[src/rtl/life_stepper_if.sv]
// Host and cell-memory bus of the Life stepper.
// The stepper drives the memory address/write side and reports status.
interface life_stepper_if #(
  parameter int COLS = 16
);
  logic            start;
  logic            debug;
  logic            busy;
  logic            done;
  logic [15:0]     gen_count;
  logic [1:0]      array_selector;
  logic            write_enb;
  logic [COLS-1:0] alive_in_selector;
  logic [COLS-1:0] alive_out_selector;

  modport master (
    input  start, debug, alive_out_selector,
    output busy, done, gen_count,
    output array_selector, write_enb, alive_in_selector
  );

  modport slave (
    output start, debug, alive_out_selector,
    input  busy, done, gen_count,
    input  array_selector, write_enb, alive_in_selector
  );
endinterface

[src/rtl/life_stepper.sv]
// One Game-of-Life generation over a 4-row cell memory:
// read all rows, compute next rows, write them back.
module life_stepper #(
  parameter int ROWS = 4,
  parameter int COLS = 16,
  parameter int WRAP = 1
) (
  input logic          clk,
  input logic          rst,
  life_stepper_if.master bus
);
  localparam int RW = $clog2(ROWS);
  localparam int CW = $clog2(COLS);

  typedef logic [ROWS-1:0][COLS-1:0] grid_t;
  typedef enum logic [2:0] {
    IDLE, READ, COMPUTE, WRITE, DONE
  } state_t;

  // Power-of-two sizes make the toroidal mod a plain truncation.
  function automatic logic cell_at(
    input grid_t g, input int rr, input int cc
  );
    logic [RW-1:0] ri;
    logic [CW-1:0] ci;
    ri = rr[RW-1:0];
    ci = cc[CW-1:0];
    if (WRAP == 0 &&
        (rr < 0 || rr >= ROWS || cc < 0 || cc >= COLS))
      return 1'b0;
    return g[ri][ci];
  endfunction

  function automatic logic [COLS-1:0] step_row(
    input grid_t g, input logic [RW-1:0] r
  );
    logic [COLS-1:0] res;
    logic [3:0]      n;
    int              ri;
    ri  = int'(r);
    res = '0;
    for (int c = 0; c < COLS; c++) begin
      n = 4'd0;
      for (int dr = -1; dr <= 1; dr++)
        for (int dc = -1; dc <= 1; dc++)
          if (dr != 0 || dc != 0)
            n = n + {3'd0, cell_at(g, ri + dr, c + dc)};
      res[c] = (n == 4'd3) |
               (cell_at(g, ri, c) & (n == 4'd2));
    end
    return res;
  endfunction

  state_t          state;
  logic [2:0]      cnt;
  grid_t           cur;
  grid_t           nxt;
  logic            busy_q;
  logic            done_q;
  logic            we_q;
  logic [1:0]      sel_q;
  logic [COLS-1:0] win_q;
  logic [15:0]     gen_q;
  logic [COLS-1:0] nrow;
  logic [1:0]      nidx;

  assign nidx = cnt[1:0] + 2'd1;

  always_comb begin
    nrow = step_row(cur, cnt[1:0]);
  end

  always_ff @(posedge clk or posedge rst) begin
    if (rst) begin
      state  <= IDLE;
      cnt    <= '0;
      cur    <= '0;
      nxt    <= '0;
      busy_q <= 1'b0;
      done_q <= 1'b0;
      we_q   <= 1'b0;
      sel_q  <= '0;
      win_q  <= '0;
      gen_q  <= '0;
    end else begin
      done_q <= 1'b0;
      we_q   <= 1'b0;
      sel_q  <= '0;
      win_q  <= '0;
      if (state != IDLE && bus.debug) begin
        state  <= IDLE;
        cnt    <= '0;
        busy_q <= 1'b0;
      end else begin
        unique case (state)
          IDLE: begin
            if (bus.start && !bus.debug) begin
              state  <= READ;
              cnt    <= '0;
              busy_q <= 1'b1;
            end
          end
          READ: begin
            // Read data lags the address by one cycle.
            if (cnt != 3'd0)
              cur[cnt[1:0] - 2'd1] <= bus.alive_out_selector;
            if (cnt == 3'd4) begin
              state <= COMPUTE;
              cnt   <= '0;
            end else begin
              cnt <= cnt + 3'd1;
              if (cnt < 3'd3) sel_q <= nidx;
            end
          end
          COMPUTE: begin
            nxt[cnt[1:0]] <= nrow;
            if (cnt == 3'd3) begin
              state <= WRITE;
              cnt   <= '0;
              we_q  <= 1'b1;
              win_q <= nxt[0];
            end else begin
              cnt <= cnt + 3'd1;
            end
          end
          WRITE: begin
            if (cnt == 3'd3) begin
              state  <= DONE;
              done_q <= 1'b1;
              gen_q  <= gen_q + 16'd1;
            end else begin
              cnt   <= cnt + 3'd1;
              we_q  <= 1'b1;
              sel_q <= nidx;
              win_q <= nxt[nidx];
            end
          end
          DONE: begin
            state  <= IDLE;
            busy_q <= 1'b0;
          end
          default: state <= IDLE;
        endcase
      end
    end
  end

  assign bus.busy              = busy_q;
  assign bus.done              = done_q;
  assign bus.write_enb         = we_q;
  assign bus.array_selector    = sel_q;
  assign bus.alive_in_selector = win_q;
  assign bus.gen_count         = gen_q;
endmodule

[src/flat_wrapper.sv]
// flat-port wrapper written by rule: the top's interface ports become plain ports
module life_stepper_flat 
#(
  parameter int ROWS = 4,
  parameter int COLS = 16,
  parameter int WRAP = 1
)
  (clk, rst, bus_start, bus_debug, bus_alive_out_selector, bus_busy, bus_done, bus_gen_count, bus_array_selector, bus_write_enb, bus_alive_in_selector);
  life_stepper_if #(.COLS(COLS)) bus_i ();
  input logic clk;
  input logic rst;
  input wire logic [$bits(bus_i.start)-1:0] bus_start;
  input wire logic [$bits(bus_i.debug)-1:0] bus_debug;
  input wire logic [$bits(bus_i.alive_out_selector)-1:0] bus_alive_out_selector;
  output wire logic [$bits(bus_i.busy)-1:0] bus_busy;
  output wire logic [$bits(bus_i.done)-1:0] bus_done;
  output wire logic [$bits(bus_i.gen_count)-1:0] bus_gen_count;
  output wire logic [$bits(bus_i.array_selector)-1:0] bus_array_selector;
  output wire logic [$bits(bus_i.write_enb)-1:0] bus_write_enb;
  output wire logic [$bits(bus_i.alive_in_selector)-1:0] bus_alive_in_selector;
  assign bus_i.start = bus_start;
  assign bus_i.debug = bus_debug;
  assign bus_i.alive_out_selector = bus_alive_out_selector;
  assign bus_busy = bus_i.busy;
  assign bus_done = bus_i.done;
  assign bus_gen_count = bus_i.gen_count;
  assign bus_array_selector = bus_i.array_selector;
  assign bus_write_enb = bus_i.write_enb;
  assign bus_alive_in_selector = bus_i.alive_in_selector;
  life_stepper #(.ROWS(ROWS), .COLS(COLS), .WRAP(WRAP)) u_core (.clk(clk), .rst(rst), .bus(bus_i));
endmodule
[config.mk]
export PLATFORM = sky130hd
export DESIGN_NAME = life_stepper_flat
export DESIGN_NICKNAME = d
export VERILOG_FILES = /design/src/rtl/life_stepper_if.sv /design/src/rtl/life_stepper.sv /design/src/flat_wrapper.sv
export SDC_FILE = /design/constraint.sdc
export NUM_CORES = 1
export LEC_CHECK = 0
export CAP_MARGIN = 20
export CORE_ASPECT_RATIO = 0.5
export CORE_UTILIZATION = 40
export CTS_CLUSTER_DIAMETER = 200
export DETAILED_ROUTE_END_ITERATION = 12
export PLACE_DENSITY = 0.53
export SLEW_MARGIN = 0
export SYNTH_ARGS = -nofsm -noshare
export SYNTH_HDL_FRONTEND = slang
export SYNTH_SLANG_ARGS = --single-unit
export TNS_END_PERCENT = 10
[constraint.sdc]
create_clock -name clk -period 7.19 [get_ports clk]
set_input_delay 1.7975 -clock clk [delete_from_list [all_inputs] [get_ports clk]]
set_output_delay 1.7975 -clock clk [all_outputs]
set_load 0.05 [all_outputs]
==> summary.txt, run 1 <==
Placement
  – Port Buf Inserts: 56
  – HPWL Detailed: 19,000 µm
  – Final weighted congestion of routability-driven global placement: approximately 0.81

Floorplan
  – I/O pin count: between 50 and 60
  – Floorplan row count: 43
  – Core Area: 28,200 µm²
  – Chip height: 123 µm
  – Initial core utilization: 41.5%
  – Die Outline Area: 30,000 µm²
  – DIE WIDTH: roughly 240 µm

Clocking
  – Depth of the CTS H-tree: 4
  – Buffer count from post-CTS setup fixing: 0
  – Clock root buffer master: sky130_fd_sc_hd__clkbuf_16
  – Skew-Pair Late Insertion Delay: 0.45 ns
  – Number of clock sinks: approximately 170
  – CTS tree: yes
  – Gates resized, CTS repair: 0
  – Hold bufs inserted after CTS: 0
  – Maximum number of buffers from clock root to sink: 2
  – Number of buffers created by CTS: 17
  – Clock slew at the register clock pins of the worst setup and hold paths: about 0.070 ns

Logic synthesis
  – Synth cell types: 54
  – Flip-flop and latch count after synthesis: 171
  – Top FF cell, synth: sky130_fd_sc_hd__dfrtp_1
  – Avg Synthesized Cell Area: 12.4 µm²
  – Share of flip-flops with an asynchronous set or reset after synthesis: 100%
  – Ranking of synthesized cells by area: sky130_fd_sc_hd__dfrtp_1, sky130_fd_sc_hd__mux4_2, sky130_fd_sc_hd__fa_1, sky130_fd_sc_hd__mux2_2, sky130_fd_sc_hd__ha_1
  – Post-synthesis cell type with the largest combined area: sky130_fd_sc_hd__dfrtp_1
  – Cell area after technology mapping: 11,700 µm²
  – Count of flip-flops with a built-in enable after synthesis: 0
  – Synth warn: 0
  – Number of nets in the synthesized netlist: 1,083
  – Count of mapped cells out of synthesis: 942
  – Seq/Total Area, Yosys: 36.5%
  – Fraction of post-synthesis cell area in the top cell type by area: a little over a third

Drt
  – Residual DRC count: 0
  – Post-detailed-route wirelength per cell: about 19 µm
  – Detailed Route WL: 26,300 µm
  – Routed via count divided by cell count: 5.43
  – Vias: 7,523
  – First DRT Iteration DRCs: 594
  – First-pass iteration count of the detailed router: 5
  – Number of routed nets with antenna violations: 0

Finish
  – Post-synthesis to final-layout area growth: 12.9%
  – Footprint of the multi-input gates: 6770 µm²
  – Net count of the finished layout: 1,132
  – Number of inserted diodes: 0
  – Ratio of cells with drive above 1 in the final layout: 23.2%
  – Register cell area after layout: 4280 µm²
  – Number of fill cells: 2,550

Worst setup path
  – Cell with the biggest individual delay on the critical path: sky130_fd_sc_hd__ha_2
  – Data arrival time of the critical path: 6.28 ns
  – Largest driver fanout on the critical path: 23
  – Critical Path Start Type: register
  – Worst stage delay on the critical path: 0.80 ns
  – Class of the most critical setup path: reg2reg
  – Cell-by-cell trace of the critical path: inv_1, ha_2, buf_4, mux4_2, ha_1, inv_1, fa_1, inv_1, fa_1, inv_1, fa_1, fa_1, nor2_1, nand3_1, a221oi_1, mux2_2
  – Endpoint required time on the critical path: between 7 and 8 ns
  – Endpoint type of the worst setup path: register

Global routing
  – Maximum number of pins on one net before global-route repair: 67
  – Total congestion overflow: 0
  – Overall track demand over capacity in global routing: between 10% and 20%
  – Via count of the first global-routing pass: 7,765
  – Global-route wire length before repair: approximately 43,000 µm
  – Number of antenna violations at the first check in global routing: 0

Job
  – Max Cap Viol: 0

Timing
  – Unrepaired setup endpoints after global routing: no
  – Maximum clock rate: roughly 0.17 GHz
  – Setup tns final: 0 ns
  – Final worst path period need: between 5 and 6 ns
  – Endpoints failing setup: 0
  – Hold violation count in the final report: 0
  – Period Utilization, post-route: between 80 and 90%
  – Headroom to the max-slew limit: 23.3%
  – Worst Skew: 0.00609 ns
  – Slew at the pin closest to its max-slew limit: 1.15 ns
  – Slew Limit Fails: 0

Run status
  – Run status: finished, final reports clean

Hold path
  – Hold WC Path Type: reg2reg
==> flip-flops by register name, indices dropped and copies added, names as in the netlist <==
register	cells
u_core.nxt	64
u_core.bus.busy	1
u_core.cnt	3
u_core.bus.done	1
u_core.state	3
u_core.bus.alive_in_selector	16
u_core.cur	64
u_core.bus.gen_count	16
u_core.bus.array_selector	2
u_core.bus.write_enb	1
==> final cells by class <==
cell class / count / area share (%)
inverters: 129 / 3.70
flip-flops and latches: 171 / 32.4
well taps: 382 / 3.61
multi-input cells: 605 / 51.2
clock inverters: 14 / 1.05
repair buffers: 67 / 4.86
clock buffers: 17 / 3.22
==> Yosys cell counts (17+ instances only) <==
master and count:
sky130_fd_sc_hd__inv_1 129, sky130_fd_sc_hd__mux2_4 37, sky130_fd_sc_hd__or4_1 17, sky130_fd_sc_hd__mux4_2 64
sky130_fd_sc_hd__nand3_1 33, sky130_fd_sc_hd__mux2_2 73, sky130_fd_sc_hd__a22oi_1 19, sky130_fd_sc_hd__nand2_1 32
sky130_fd_sc_hd__nand4_1 21, sky130_fd_sc_hd__nor2_1 50, sky130_fd_sc_hd__dfrtp_1 171, sky130_fd_sc_hd__buf_2 20
sky130_fd_sc_hd__fa_1 56, sky130_fd_sc_hd__nand2b_1 23, sky130_fd_sc_hd__ha_1 65
==> critical path, delay by kind of cell, from the launching register on <==
kind                     cells  cell delay (ns)
adder cells (fa/ha/maj)      6             2.93
multiplexers                 2             0.89
AO/OA/AOI/OAI                1             0.79
buffers and inverters        5             0.58
flip-flops                   1             0.40
AND/OR/NAND/NOR              2             0.22
==> cells by family after synthesis <==
kind of cell,Yosys count,synth area share (%)
muxes,186,25.1
adders and majority gates,121,16.5
DFF,171,36.5
and+or+nand+nor,207,9.74
buffers and inverters,166,5.83
AOI/OAI and AO/OA,71,4.78
xor gates and xnor gates,20,1.50
==> per-stage QoR <==
step	instance area (µm²)	std cells	utilization [%]	worst slack, ns	hold slack [ns]
final	13200	1385	46.8	1.29	0.468
after global routing	13200	1385	46.8	0.915	0.487
after CTS	13200	1385	46.8	1.23	0.477
after detailed placement	12700	1354	44.8	1.24	0.463
after global placement	12700	1354	44.8	1.37	0.462
after floorplan	11700	942	-	0.635	0.444
==> cell usage in the layout (no fill, tap or decap), drive strengths merged, types with 9 or more instances in the layout <==
| cell type | instances |
|---|---|
| nor2 | 50 |
| mux4 | 64 |
| buf | 11 |
| fa | 56 |
| nand2b | 23 |
| dfrtp | 171 |
| mux2 | 113 |
| nand2 | 36 |
| inv | 136 |
| a221oi | 11 |
| clkdlybuf4s50 | 56 |
| xor2 | 9 |
| or4 | 17 |
| nand3 | 33 |
| clkbuf | 17 |
| mux2i | 9 |
| nand4 | 21 |
| ha | 65 |
| xnor2 | 11 |
| a21o | 9 |
| a22oi | 19 |
==> worst paths after layout <==
kind                                     startpoint                              end  slack (ns)  depth (start not counted)
min reg2reg                u_core.bus.gen_count[15]         u_core.bus.gen_count[15]        0.47                          1
max in group asynchronous                       rst                   u_core.cur[31]        4.07                          3
max reg2reg                           u_core.cnt[0]                    u_core.nxt[3]        1.29                         16
min in group asynchronous                       rst  u_core.bus.alive_in_selector[6]        1.81                          2
min                        u_core.bus.gen_count[15]         u_core.bus.gen_count[15]        0.47                          1
max                                   u_core.cnt[0]                    u_core.nxt[3]        1.29                         16
==> per-layer routing <==
| metal | track usage (%) | vias to the layer above | wire length (µm) |
|---|---|---|---|
| li1 | - | 3456 | - |
| met1 | 27.7 | 3935 | 13600 |
| met2 | 28.9 | 114 | 11600 |
| met3 | 3.54 | 18 | 801 |
| met4 | 5.20 | 0 | 284 |
| met5 | 0 | - | 0 |
Power of run 1 is left out: the tool's default activity adds up to more than one toggle a clock period on the data nets, which glitch-free logic cannot reach.
==> run 2, diff against run 1 <==
--- a/config.mk
+++ b/config.mk
@@ -10,7 +10,7 @@
 export CORE_UTILIZATION = 40
 export CTS_CLUSTER_DIAMETER = 200
 export DETAILED_ROUTE_END_ITERATION = 12
-export PLACE_DENSITY = 0.53
+export PLACE_DENSITY = 0.55
 export SLEW_MARGIN = 0
 export SYNTH_ARGS = -nofsm -noshare
 export SYNTH_HDL_FRONTEND = slang
==> constraint.sdc (replaced) <==
create_clock -name clk -period 5.2 [get_ports clk]
set_input_delay 1.3 -clock clk [delete_from_list [all_inputs] [get_ports clk]]
set_output_delay 1.3 -clock clk [all_outputs]
set_load 0.05 [all_outputs]
==> run 2 against run 1 <==
  * First-iteration DRC count shrank 14%
  * Sequential share of layout area shrank 1.0 points
  * Via count is 0.69% higher
  * Worst hold slack better by 0.012 ns
  * Flip-flop and latch count is the same
  * Critical path depth stayed put
  * Cell count up 1.2%
  * Clock skew increased by 0.0067 ns
  * Clock-buffer cell count grew 4
  * Fmax increased by 18%
  * Non-clock buffer count is 15 higher
  * Critical endpoint is now u_core.nxt[39]
==> summary.txt, run 2 (synthesis gave the netlist of run 1 again) <==
Drt
  – Residual DRC count: 0
  – First DRT Iteration DRCs: approximately 510
  – Highest routed layer: met4
  – First-pass iteration count of the detailed router: 4
  – Detailed Route WL: 25,800 µm
  – Number of routed nets with antenna violations: 0
  – Post-detailed-route wirelength per cell: 18.4 µm
  – Routed via count divided by cell count: 5.41
  – Routed length on met3: about 1200 µm
  – Vias: 7,575
  – Routed length on met2: 11,700 µm
  – Wire length the detailed router placed on met1: 12,600 µm

Clocking
  – Clock root buffer master: sky130_fd_sc_hd__clkbuf_16
  – Skew-Pair Late Insertion Delay: 0.45 ns
  – Depth of the CTS H-tree: 4
  – Number of buffers created by CTS: 17
  – Number of clock sinks: about 170
  – CTS tree: yes
  – Clock slew at the register clock pins of the worst setup and hold paths: 0.07 ns
  – Maximum number of buffers from clock root to sink: 2

Worst setup path
  – Critical Path Start Type: register
  – Class of the most critical setup path: reg2reg
  – Worst stage delay on the critical path: 0.57 ns
  – Data arrival time of the critical path: 5.38 ns
  – WP buf/inv: 4
  – Cell type with the highest occurrence count on the critical path: sky130_fd_sc_hd__fa_1
  – Cell with the biggest individual delay on the critical path: sky130_fd_sc_hd__mux4_2
  – Largest delay share family, worst path: adder cells
  – Endpoint type of the worst setup path: register
  – Largest driver fanout on the critical path: 9
  – Cell-by-cell trace of the critical path: inv_6, ha_4, buf_12, mux4_2, ha_1, inv_1, fa_1, inv_1, fa_1, ha_4, a21oi_2, fa_1, nor4b_2, a22oi_1, or4_1, nand3_1
  – Endpoint required time on the critical path: roughly 5.6 ns

Floorplan
  – Core Area: 28,200 µm²
  – Floorplan row count: 43
  – DIE WIDTH: roughly 240 µm
  – I/O pin count: 57
  – Initial core utilization: 41.5%
  – Chip height: 123 µm
  – Die Outline Area: approximately 30,000 µm²

Timing
  – Endpoints failing setup: 0
  – Slew Limit Fails: 0
  – Worst Skew: 0.0128 ns
  – Headroom to the max-slew limit: roughly a third
  – Unrepaired setup endpoints after global routing: no
  – Final worst path period need: 5.00 ns
  – Hold violation count in the final report: 0
  – Slew at the pin closest to its max-slew limit: 0.990 ns
  – Setup tns final: 0 ns
  – Period Utilization, post-route: a little over nine tenths
  – Maximum clock rate: 0.200 GHz

Job
  – Max Cap Viol: 0

Global routing
  – Overall track demand over capacity in global routing: 18.6%
  – Maximum number of pins on one net before global-route repair: 79
  – Number of antenna violations at the first check in global routing: 0
  – Total congestion overflow: 0
  – Via count of the first global-routing pass: 7,832
  – Global-route wire length before repair: around 43,000 µm

Run status
  – Run status: finished, final reports clean

Placement
  – Port Buf Inserts: 56
  – Final weighted congestion of routability-driven global placement: 0.803
  – HPWL Detailed: 18,400 µm

Finish
  – Leading cell types in the layout, fill and taps excluded: sky130_fd_sc_hd__dfrtp_1, sky130_fd_sc_hd__inv_1, sky130_fd_sc_hd__mux2_2
  – Post-synthesis to final-layout area growth: 16.6%
  – Number of inserted diodes: 0
  – Most frequent standard cell in the layout excluding fill and tap cells: sky130_fd_sc_hd__dfrtp_1
  – Largest regs: u_core.cur x64, u_core.nxt x64
  – Net count of the finished layout: 1,147
  – Ratio of cells with drive above 1 in the final layout: 27.1%

Hold path
  – Hold WC Path Type: reg2reg
[run 2: cell types whose count changed in the layout (fill, tap and decap cells not counted), sizes merged]
cell | previous run | this run
buf | 11 | 26
clkbuf | 17 | 21
clkinv | 4 | 1
inv | 136 | 133
bufinv | 1 | 3
clkinvlp | 2 | 3
[run 2: final timing paths]
check / startpoint / slack [ns] / endpoint / cells past startpoint
min in group asynchronous: rst / 1.34 / u_core.bus.gen_count[5] / 2
hold reg to reg: u_core.bus.gen_count[15] / 0.48 / u_core.bus.gen_count[15] / 1
setup reg to reg: u_core.cnt[0] / 0.20 / u_core.nxt[39] / 16
setup / recovery: u_core.cnt[0] / 0.20 / u_core.nxt[39] / 16
hold / removal: u_core.bus.gen_count[15] / 0.48 / u_core.bus.gen_count[15] / 1
max in group asynchronous: rst / 2.99 / u_core.nxt[37] / 3
[run 2: per-stage QoR]
stage	worst slack [ns]	cells	instance area, µm²	hold WS, ns	util [%]
2_1_floorplan	-0.241	942	12000	0.444	-
3_3_place_gp	0.160	1367	13000	0.465	46.1
3_5_place_dp	0.101	1367	13000	0.474	46.1
4_1_cts	0.0701	1399	13600	0.481	48.2
5_1_grt	0.00809	1401	13700	0.516	48.4
6_report	0.195	1401	13700	0.480	48.4
[run 2: cell type report]
cell class                 count  area (µm²)
tap                          382         478
multi-input combinational    605        6990
clock buffer                  21         450
sequential                   171        4280
fill                        2466       14600
clock inverter                11         158
inverter                     129         493
timing repair buffer          82         818
[run 2: timing repair]
action                                  in CTS  in global routing
hold buffers                                 0                  0
gates resized for setup                      0                  2
endpoints found under the setup margin       0                 16
setup buffers                                0                  2
[run 2: per-layer routing]
layer	global-route usage, %	vias to the layer above
met1	26.5	3946
met3	4.32	25
met5	0	-
met4	4.77	0
met2	28.9	112
li1	-	3492
[run 2: worst reg2reg max path: stages, from the launching register on]
cell,delay (ns)
sky130_fd_sc_hd__dfrtp_4,0.46
sky130_fd_sc_hd__inv_6,0.05
sky130_fd_sc_hd__ha_4,0.35
sky130_fd_sc_hd__buf_12,0.16
sky130_fd_sc_hd__mux4_2,0.58
sky130_fd_sc_hd__ha_1,0.31
sky130_fd_sc_hd__inv_1,0.05
sky130_fd_sc_hd__fa_1,0.49
sky130_fd_sc_hd__inv_1,0.05
sky130_fd_sc_hd__fa_1,0.47
sky130_fd_sc_hd__ha_4,0.33
sky130_fd_sc_hd__a21oi_2,0.07
sky130_fd_sc_hd__fa_1,0.50
sky130_fd_sc_hd__nor4b_2,0.33
sky130_fd_sc_hd__a22oi_1,0.17
sky130_fd_sc_hd__or4_1,0.49
sky130_fd_sc_hd__nand3_1,0.09
Power of run 2 is left out for the same reason.
